==> config.mk <==
export PLATFORM = sky130hd
export DESIGN_NAME = vga_bus_capture
export DESIGN_NICKNAME = d
export VERILOG_FILES = /design/src/rtl/vga_bus_capture.sv
export SDC_FILE = /design/constraint.sdc
export NUM_CORES = 2
export LEC_CHECK = 0
export ABC_AREA = 1
export CAP_MARGIN = 20
export CORE_ASPECT_RATIO = 1.1
export CORE_MARGIN = 5
export CORE_UTILIZATION = 44
export DETAILED_ROUTE_END_ITERATION = 16
export HOLD_SLACK_MARGIN = 0.12
export PLACE_DENSITY_LB_ADDON = 0.2
export SYNTH_ARGS = -nofsm -noshare
export SYNTH_HDL_FRONTEND = slang
export SYNTH_SLANG_ARGS = --single-unit
export TNS_END_PERCENT = 30
==> constraint.sdc <==
create_clock -name CLK_FAST -period 8.2 [get_ports CLK_FAST]
set_clock_uncertainty 0.15 [all_clocks]
set_input_delay 0.82 -clock CLK_FAST [delete_from_list [all_inputs] [get_ports CLK_FAST]]
set_output_delay 0.82 -clock CLK_FAST [all_outputs]
set_load 0.005 [all_outputs]
==> src/rtl/vga_bus_capture.sv <==
// Oversampling capture of 6502 writes to the VGA register block. Qualified
// write cycles are queued as {REG,DATA} commands behind a valid/ready head.
module vga_bus_capture #(
  parameter int SYNC_STAGES = 2,
  parameter int MIN_HIGH    = 3,
  parameter int DEPTH       = 256,
  parameter int ADDR_W      = 8
) (
  input  logic              CLK_FAST,
  input  logic              RESET,
  input  logic              CLK_CPU,
  input  logic              EN,
  input  logic              RW,
  input  logic [2:0]        REG,
  input  logic [7:0]        DATA,
  output logic              cmd_valid,
  input  logic              cmd_ready,
  output logic [2:0]        cmd_reg,
  output logic [7:0]        cmd_data,
  output logic [ADDR_W:0]   fifo_level,
  output logic              fifo_full,
  output logic              overflow,
  input  logic              overflow_clr
);

  localparam int BUS_W = 14;
  localparam int CNT_W = (MIN_HIGH < 1) ? 1 : $clog2(MIN_HIGH + 1);
  localparam logic [CNT_W-1:0]  CNT_MAX   = CNT_W'(MIN_HIGH);
  localparam logic [ADDR_W:0]   LEVEL_MAX = (ADDR_W + 1)'(DEPTH);

  // Bus synchronizer: all 14 lines share one chain so they stay aligned.
  logic [BUS_W-1:0] sync_q [SYNC_STAGES];
  logic             phi2_s, en_s, rw_s;
  logic [2:0]       reg_s;
  logic [7:0]       data_s;

  always_ff @(posedge CLK_FAST) begin
    if (RESET) begin
      for (int i = 0; i < SYNC_STAGES; i++) sync_q[i] <= '0;
    end else begin
      sync_q[0] <= {CLK_CPU, EN, RW, REG, DATA};
      for (int i = 1; i < SYNC_STAGES; i++) sync_q[i] <= sync_q[i-1];
    end
  end

  assign {phi2_s, en_s, rw_s, reg_s, data_s} = sync_q[SYNC_STAGES-1];

  // The chain output is only real once it has refilled after reset, and the
  // first cycle that may qualify must begin with a genuine low phase.
  logic [SYNC_STAGES-1:0] primed;
  logic                   armed;
  logic                   phi2_prev;
  logic [CNT_W-1:0]       high_cnt;
  logic                   lat_wr;
  logic [2:0]             lat_reg;
  logic [7:0]             lat_data;

  // NOTE: sequential state uses non-blocking assignments so every flop samples
  // the pre-edge value of its inputs regardless of statement order.
  always_ff @(posedge CLK_FAST) begin
    if (RESET) begin
      primed    <= '0;
      armed     <= 1'b0;
      phi2_prev <= 1'b0;
      high_cnt  <= '0;
      lat_wr    <= 1'b0;
      lat_reg   <= '0;
      lat_data  <= '0;
    end else begin
      primed    <= {primed[SYNC_STAGES-2:0], 1'b1};
      phi2_prev <= phi2_s;
      if (primed[SYNC_STAGES-1] && !phi2_s) armed <= 1'b1;
      if (phi2_s) begin
        if (high_cnt != CNT_MAX) high_cnt <= high_cnt + CNT_W'(1);
        lat_reg  <= reg_s;
        lat_data <= data_s;
        lat_wr   <= ~en_s & ~rw_s;
      end else begin
        high_cnt <= '0;
      end
    end
  end

  logic              fall, wr_qual, pop, push, drop;
  logic [ADDR_W-1:0] wptr, rptr, rptr_next;
  logic [ADDR_W:0]   level_next, head_left;

  // NOTE: every combinational output gets a default first, so no path can
  // leave one unassigned and infer a latch.
  always_comb begin
    fall       = 1'b0;
    wr_qual    = 1'b0;
    fall       = phi2_prev & ~phi2_s;
    wr_qual    = fall & lat_wr & armed & (high_cnt >= CNT_MAX);
    pop        = cmd_valid & cmd_ready;
    push       = wr_qual & (~fifo_full | pop);
    drop       = wr_qual & fifo_full & ~pop;
    rptr_next  = rptr + ADDR_W'(pop);
    level_next = fifo_level + (ADDR_W + 1)'(push) - (ADDR_W + 1)'(pop);
    head_left  = fifo_level - (ADDR_W + 1)'(pop);
  end

  // NOTE: the storage array is deliberately not reset; pointers and level
  // define which words are meaningful, and a reset would block RAM inference.
  logic [10:0] mem [DEPTH];

  always_ff @(posedge CLK_FAST) begin
    if (push) mem[wptr] <= {lat_reg, lat_data};
  end

  // Head register is reloaded from storage every cycle; it reads the entry
  // that remains at the front after this cycle's pop, giving back-to-back pops.
  always_ff @(posedge CLK_FAST) begin
    if (RESET) begin
      wptr       <= '0;
      rptr       <= '0;
      fifo_level <= '0;
      fifo_full  <= 1'b0;
      cmd_valid  <= 1'b0;
      cmd_reg    <= '0;
      cmd_data   <= '0;
      overflow   <= 1'b0;
    end else begin
      if (push) wptr <= wptr + ADDR_W'(1);
      rptr       <= rptr_next;
      fifo_level <= level_next;
      fifo_full  <= (level_next == LEVEL_MAX);
      cmd_valid  <= (head_left != '0);
      if (head_left != '0) {cmd_reg, cmd_data} <= mem[rptr_next];
      if (drop)              overflow <= 1'b1;
      else if (overflow_clr) overflow <= 1'b0;
    end
  end

endmodule

After elaboration in Yosys (flattened, before gate mapping). Memories as Yosys holds them, arrays and structs flattened. A register that Yosys moved wholly into a read port is not among the register bits. Index checks and enable logic that the tools add are counted.

Flip-flop bits (word level): 46. Bits in writable memories: 2844. Input bits: 18. Output and inout bits: 23. Word-level logic and storage cells: 57. Memories: 2.

Memories: mem (depth 256, width 11, rd ports 1, clocked after memory_dff 1, wr ports 1, line 105) `logic [10:0] mem [DEPTH];`; sync_q (depth 2, width 14, rd ports 2, clocked after memory_dff 0, wr ports 2, line 32) `logic [BUS_W-1:0] sync_q [SYNC_STAGES];`.

Add/subtract/negate cells: 6. $lt $le $gt $ge: 1. Equality and inequality tests: 2. Mux-type cells: 10. Bitwise operators: 17. Reductions and logical operators: 5.

Operator list (number): 14-bit 2-to-1 mux (2); 9-bit by 1-bit subtractor with 9-bit output (2); 9-bit by 1-bit adder with 9-bit output (1); 1-bit AND (9); 9-bit equality test (second input constant) (1); 9-bit nonzero test (1); 8-bit by 1-bit adder with 8-bit output (1); 8-bit by 1-bit adder with 8-bit output (second input constant) (1); 1-bit 2-to-1 mux (8); 1-bit NOT (5); 1-bit bitwise OR (3); 2-bit by 1-bit adder with 2-bit output (second input constant) (1); 2-bit >= comparator (second input constant) (1); 2-bit != test (second input constant) (1); 2-bit nonzero test (1); 2-bit OR reduction (1); 1-bit logical AND (1); 1-bit logical NOT (1).

Logic depth before layout (Yosys ltp). An unclocked memory read counts as a cell.

Depth after elaboration: 10. Mapped depth: 20. Mapped depth without buffers: 17.

Worst setup path after synthesis. OpenSTA, ideal clock, no wires.

Path type: flip-flop to flip-flop. From: register lat_data[7]. To: memory mem[0][7] (data pin). Library setup time: 0.855 ns. Data arrival time: 3.393 ns. Required time: 7.195 ns. Setup slack: 3.802 ns. Stages on the path, launching flop included: 1. Buffers on the path: 0. Clock period less this slack: 4.398 ns. Cell sequence: dfxtp_1.

RTL lines: start: declaration (line 56) `logic [7:0] lat_data;`; start signal: assignment (line 76) `lat_data <= data_s;`; end: declaration (line 105).

Straight into the memory's write port.

Worst setup path in the final report.
From: input cmd_ready. To: register cmd_data[1], read port of mem.

Elaborated cells on any way between the ends: 4. Classes of those cells: add/sub: 2; bitwise: 1; reduce/logical: 1.

RTL lines: start: declaration (line 17) `input logic cmd_ready,`; 1-bit AND (line 95) `pop = cmd_valid & cmd_ready;`; 8-bit by 1-bit adder with 8-bit output (line 98) `rptr_next = rptr + ADDR_W'(pop);`; named net rptr_next[0] (line 85) `logic [ADDR_W-1:0] wptr, rptr, rptr_next;`; end: declaration (line 19) `output logic [7:0] cmd_data,`.

The timed path passes the listed nets, and every way through them passes these cells. A chain may end at the register's enable or synchronous reset.

==> results.sh <==
export IMPL_rsz0062_at_grt="false"
export IMPL_final_util=0.495
export IMPL_drive_gt1_frac=0.0717
export IMPL_synth_top_area_share=0.723
export IMPL_slew_headroom=0.203
export IMPL_leakage_nw=46.6
export IMPL_gp_congestion=0.821
export IMPL_fin_setup_tns_ns=0
export IMPL_drtAntennaViolNets=0
export IMPL_async_flop_share=0
export IMPL_p_int_w=0.0252
export IMPL_yosys_top_cells_area="edfxtp_1 (72%), nand3_1 (12%), nand2_1 (9.4%)"
export IMPL_place_area_um2=121000
export IMPL_grt_pass1_wl_um=498000
export IMPL_die_h_um=551
export IMPL_status="finished, final reports clean"
export IMPL_worst_slew_pin_slew_ns=1.19
export IMPL_cts_resized=0
export IMPL_core_area_um2=265000
export IMPL_largest_register="mem"
export IMPL_cts_root_buf="clkbuf_16"
export IMPL_synth_cells=9857
export IMPL_h_tree_depth=5
export IMPL_wirelength_um=339000
export IMPL_path_class="in -> reg"
export IMPL_arrival_ns=5.56
export IMPL_fin_area_um2=131000
export IMPL_largestRegisters="mem (2816), sync_q (28), fifo_level (9)"
export IMPL_post_cts_buffers=0
export IMPL_clock_sinks=2901
export IMPL_cp_slowest_stage_delay_ns=0.81
export IMPL_crit_fanout=81
export IMPL_largest_reg_flops=2816
export IMPL_seq_area_frac_synth=0.738
export IMPL_ios=41
export IMPL_antenna_found_initial=13
export IMPL_maxCapViolCount=0
export IMPL_crit_path_top_delay_cell="ha_4"
export IMPL_vdd_drop_max_mv=0.187
export IMPL_yosysUniqueCellTypes=33
export IMPL_cts_tree="built"
export IMPL_hold_buffers=0
export IMPL_post_drt_wl_per_cell_um=25.0
export IMPL_insertion_delay_ns=0.87
export IMPL_drt_first_pass_iters=6
export IMPL_cts_buffers=302
export IMPL_fmax_mhz=205
export IMPL_final_hold_viol_count=0
export IMPL_setup_violations=0
export IMPL_syn_area_um2=117000
export IMPL_grtUsageTotal=0.240
export IMPL_hpwl_um=184000
export IMPL_end_kind="flip-flop"
export IMPL_syn_avg_cell_area_um2=11.9
export IMPL_yosys_area_top_type="edfxtp_1"
export IMPL_area_delta_synth_final_pct=12.1
export IMPL_dieArea_um2=276000
export IMPL_drtIter0Drc=9119
export IMPL_portBuffers=40
export IMPL_fin_crit_ns=4.89
export IMPL_switchingPower_w=0.00919
export IMPL_grt_overflow_total=0
export IMPL_powerDensity_nw_per_um2=263
export IMPL_cts_max_path_buffers=4
export IMPL_avgViaCountPerCell=5.70
export IMPL_p_clk_frac=0.386
export IMPL_slew_viol_final=0
export IMPL_die_w_um=501
export IMPL_row_count=198
export IMPL_grt_max_degree=190
export IMPL_switching_share=0.267
export IMPL_drc=0
export IMPL_grt_pass1_vias=73200
export IMPL_path_cells="clkdlybuf4s50_1 -> nand2_1 -> inv_1 -> ha_4 -> buf_4 -> buf_4 -> nand2_1 -> nand3_1 -> nand3_1 -> nand3_1 -> nand3_1 -> nand3_1 -> nand3_1 -> nand2_1 -> nand2_1 -> nand3_1 -> nand2_1 -> inv_1"
export IMPL_path_clk_slew_ns=0.06
export IMPL_sequentialPowerShare=0.476
export IMPL_ys_ff_latch=2901
export IMPL_fin_crit_sh=0.596
export IMPL_ys_dominant_reg_cell="edfxtp_1"
export IMPL_syn_num_nets=9899
export IMPL_start_util=0.442
export IMPL_path_common_cell="nand3_1"
export IMPL_pwr_share_comb=0.138
export IMPL_vias=77200
export IMPL_final_nets=9852
export IMPL_yosysWarnings=0
export IMPL_crit_required_ns=8.87
export IMPL_critPathLaunchType="input pin"
export IMPL_synth_edff_count=2816
export IMPL_min_path_type="reg -> reg"
## power by group through the flow
stage          registers (W)  logic (W)  clock network [W]
6_report              0.0164    0.00476             0.0133
5_1_grt               0.0164    0.00524             0.0141
4_1_cts               0.0164    0.00476             0.0135
3_5_place_dp          0.0167    0.00474                  0
3_3_place_gp          0.0167    0.00470                  0
2_1_floorplan         0.0168    0.00318                  0
## routing by layer
metal  global-route usage  wire length [µm]  vias up
met1                0.337            139000    38300
li1                     -                 -    34900
met5              0.00223                 0        -
met4               0.0792             11300        0
met3               0.0408             28400      558
met2                0.382            160000     3416
## cells in the mapped netlist, types with 2 or more instances
cell type     n
nand2_1    2916
edfxtp_1   2816
nand3_1    2787
buf_2       399
nor2_1      348
clkbuf_1    185
inv_1       104
dfxtp_1      85
buf_1        67
o21ai_0      35
ha_1         23
a21oi_1      17
nand2_2      15
xor2_1       12
buf_4         9
inv_2         9
nand4_1       9
nor3_1        3
a211oi_1      2
nor2_2        2
nor3b_1       2
## area by class of cell
type	count	area, µm²
diodes	8	20.0
repair buffers	310	3190
clock inverters	143	1280
well taps	3500	4380
clock buffers	389	8110
inverters	113	445
flip-flops and latches	2901	86300
fillers	23100	134000
multi-input cells	6182	27300
## metrics by stage
stage / instances / setup slack, ns / hold WS (ns) / total power [W]
6_report: 13500 / 3.31 / 0.249 / 0.0344
5_1_grt: 13500 / 3.08 / 0.268 / 0.0357
4_1_cts: 13500 / 3.41 / 0.255 / 0.0346
3_5_place_dp: 12900 / 2.51 / 0.246 / 0.0215
3_3_place_gp: 12900 / 2.52 / 0.245 / 0.0214
2_1_floorplan: 9857 / 3.80 / 0.238 / 0.0199
## cell usage in the layout (no fill, tap or decap), drive strengths merged, types with 17 or more instances in the layout
cell / n
dfxtp: 85
edfxtp: 2816
nand3: 2787
ha: 23
o21ai: 35
inv: 118
clkbuf: 390
bufinv: 22
clkdlybuf4s50: 39
nand2: 2931
clkinv: 113
buf: 270
nor2: 351
a21oi: 17
## kinds of logic after synthesis
kind of cell,synth area share
AO/OA/AOI/OAI,0.00265
flip-flops,0.738
buffers and inverters,0.0295
adder cells (fa/ha/maj),0.00263
XOR/XNOR,0.00121
AND/OR/NAND/NOR,0.226
## critical path: cells and delay by family
| kind | cells | cell delay (ns) |
|---|---|---|
| adder cells (fa/ha/maj) | 1 | 0.81 |
| buffers and inverters | 5 | 2.17 |
| AND/OR/NAND/NOR | 12 | 1.59 |
## worst paths after layout
| check | to | cells past startpoint | startpoint | slack [ns] |
|---|---|---|---|---|
| setup / recovery | cmd_data[1]$_SDFFE_PP0P_ | 18 | cmd_ready | 3.31 |
| hold / removal | sync_q[0][24]$_SDFF_PP0_ | 2 | sync_q[0][10]$_SDFF_PP0_ | 0.25 |
| setup reg to reg | cmd_data[1]$_SDFFE_PP0P_ | 17 | cmd_valid$_SDFF_PP0_ | 3.36 |
| hold reg to reg | sync_q[0][24]$_SDFF_PP0_ | 2 | sync_q[0][10]$_SDFF_PP0_ | 0.25 |
(Power assumes the default switching activity.)
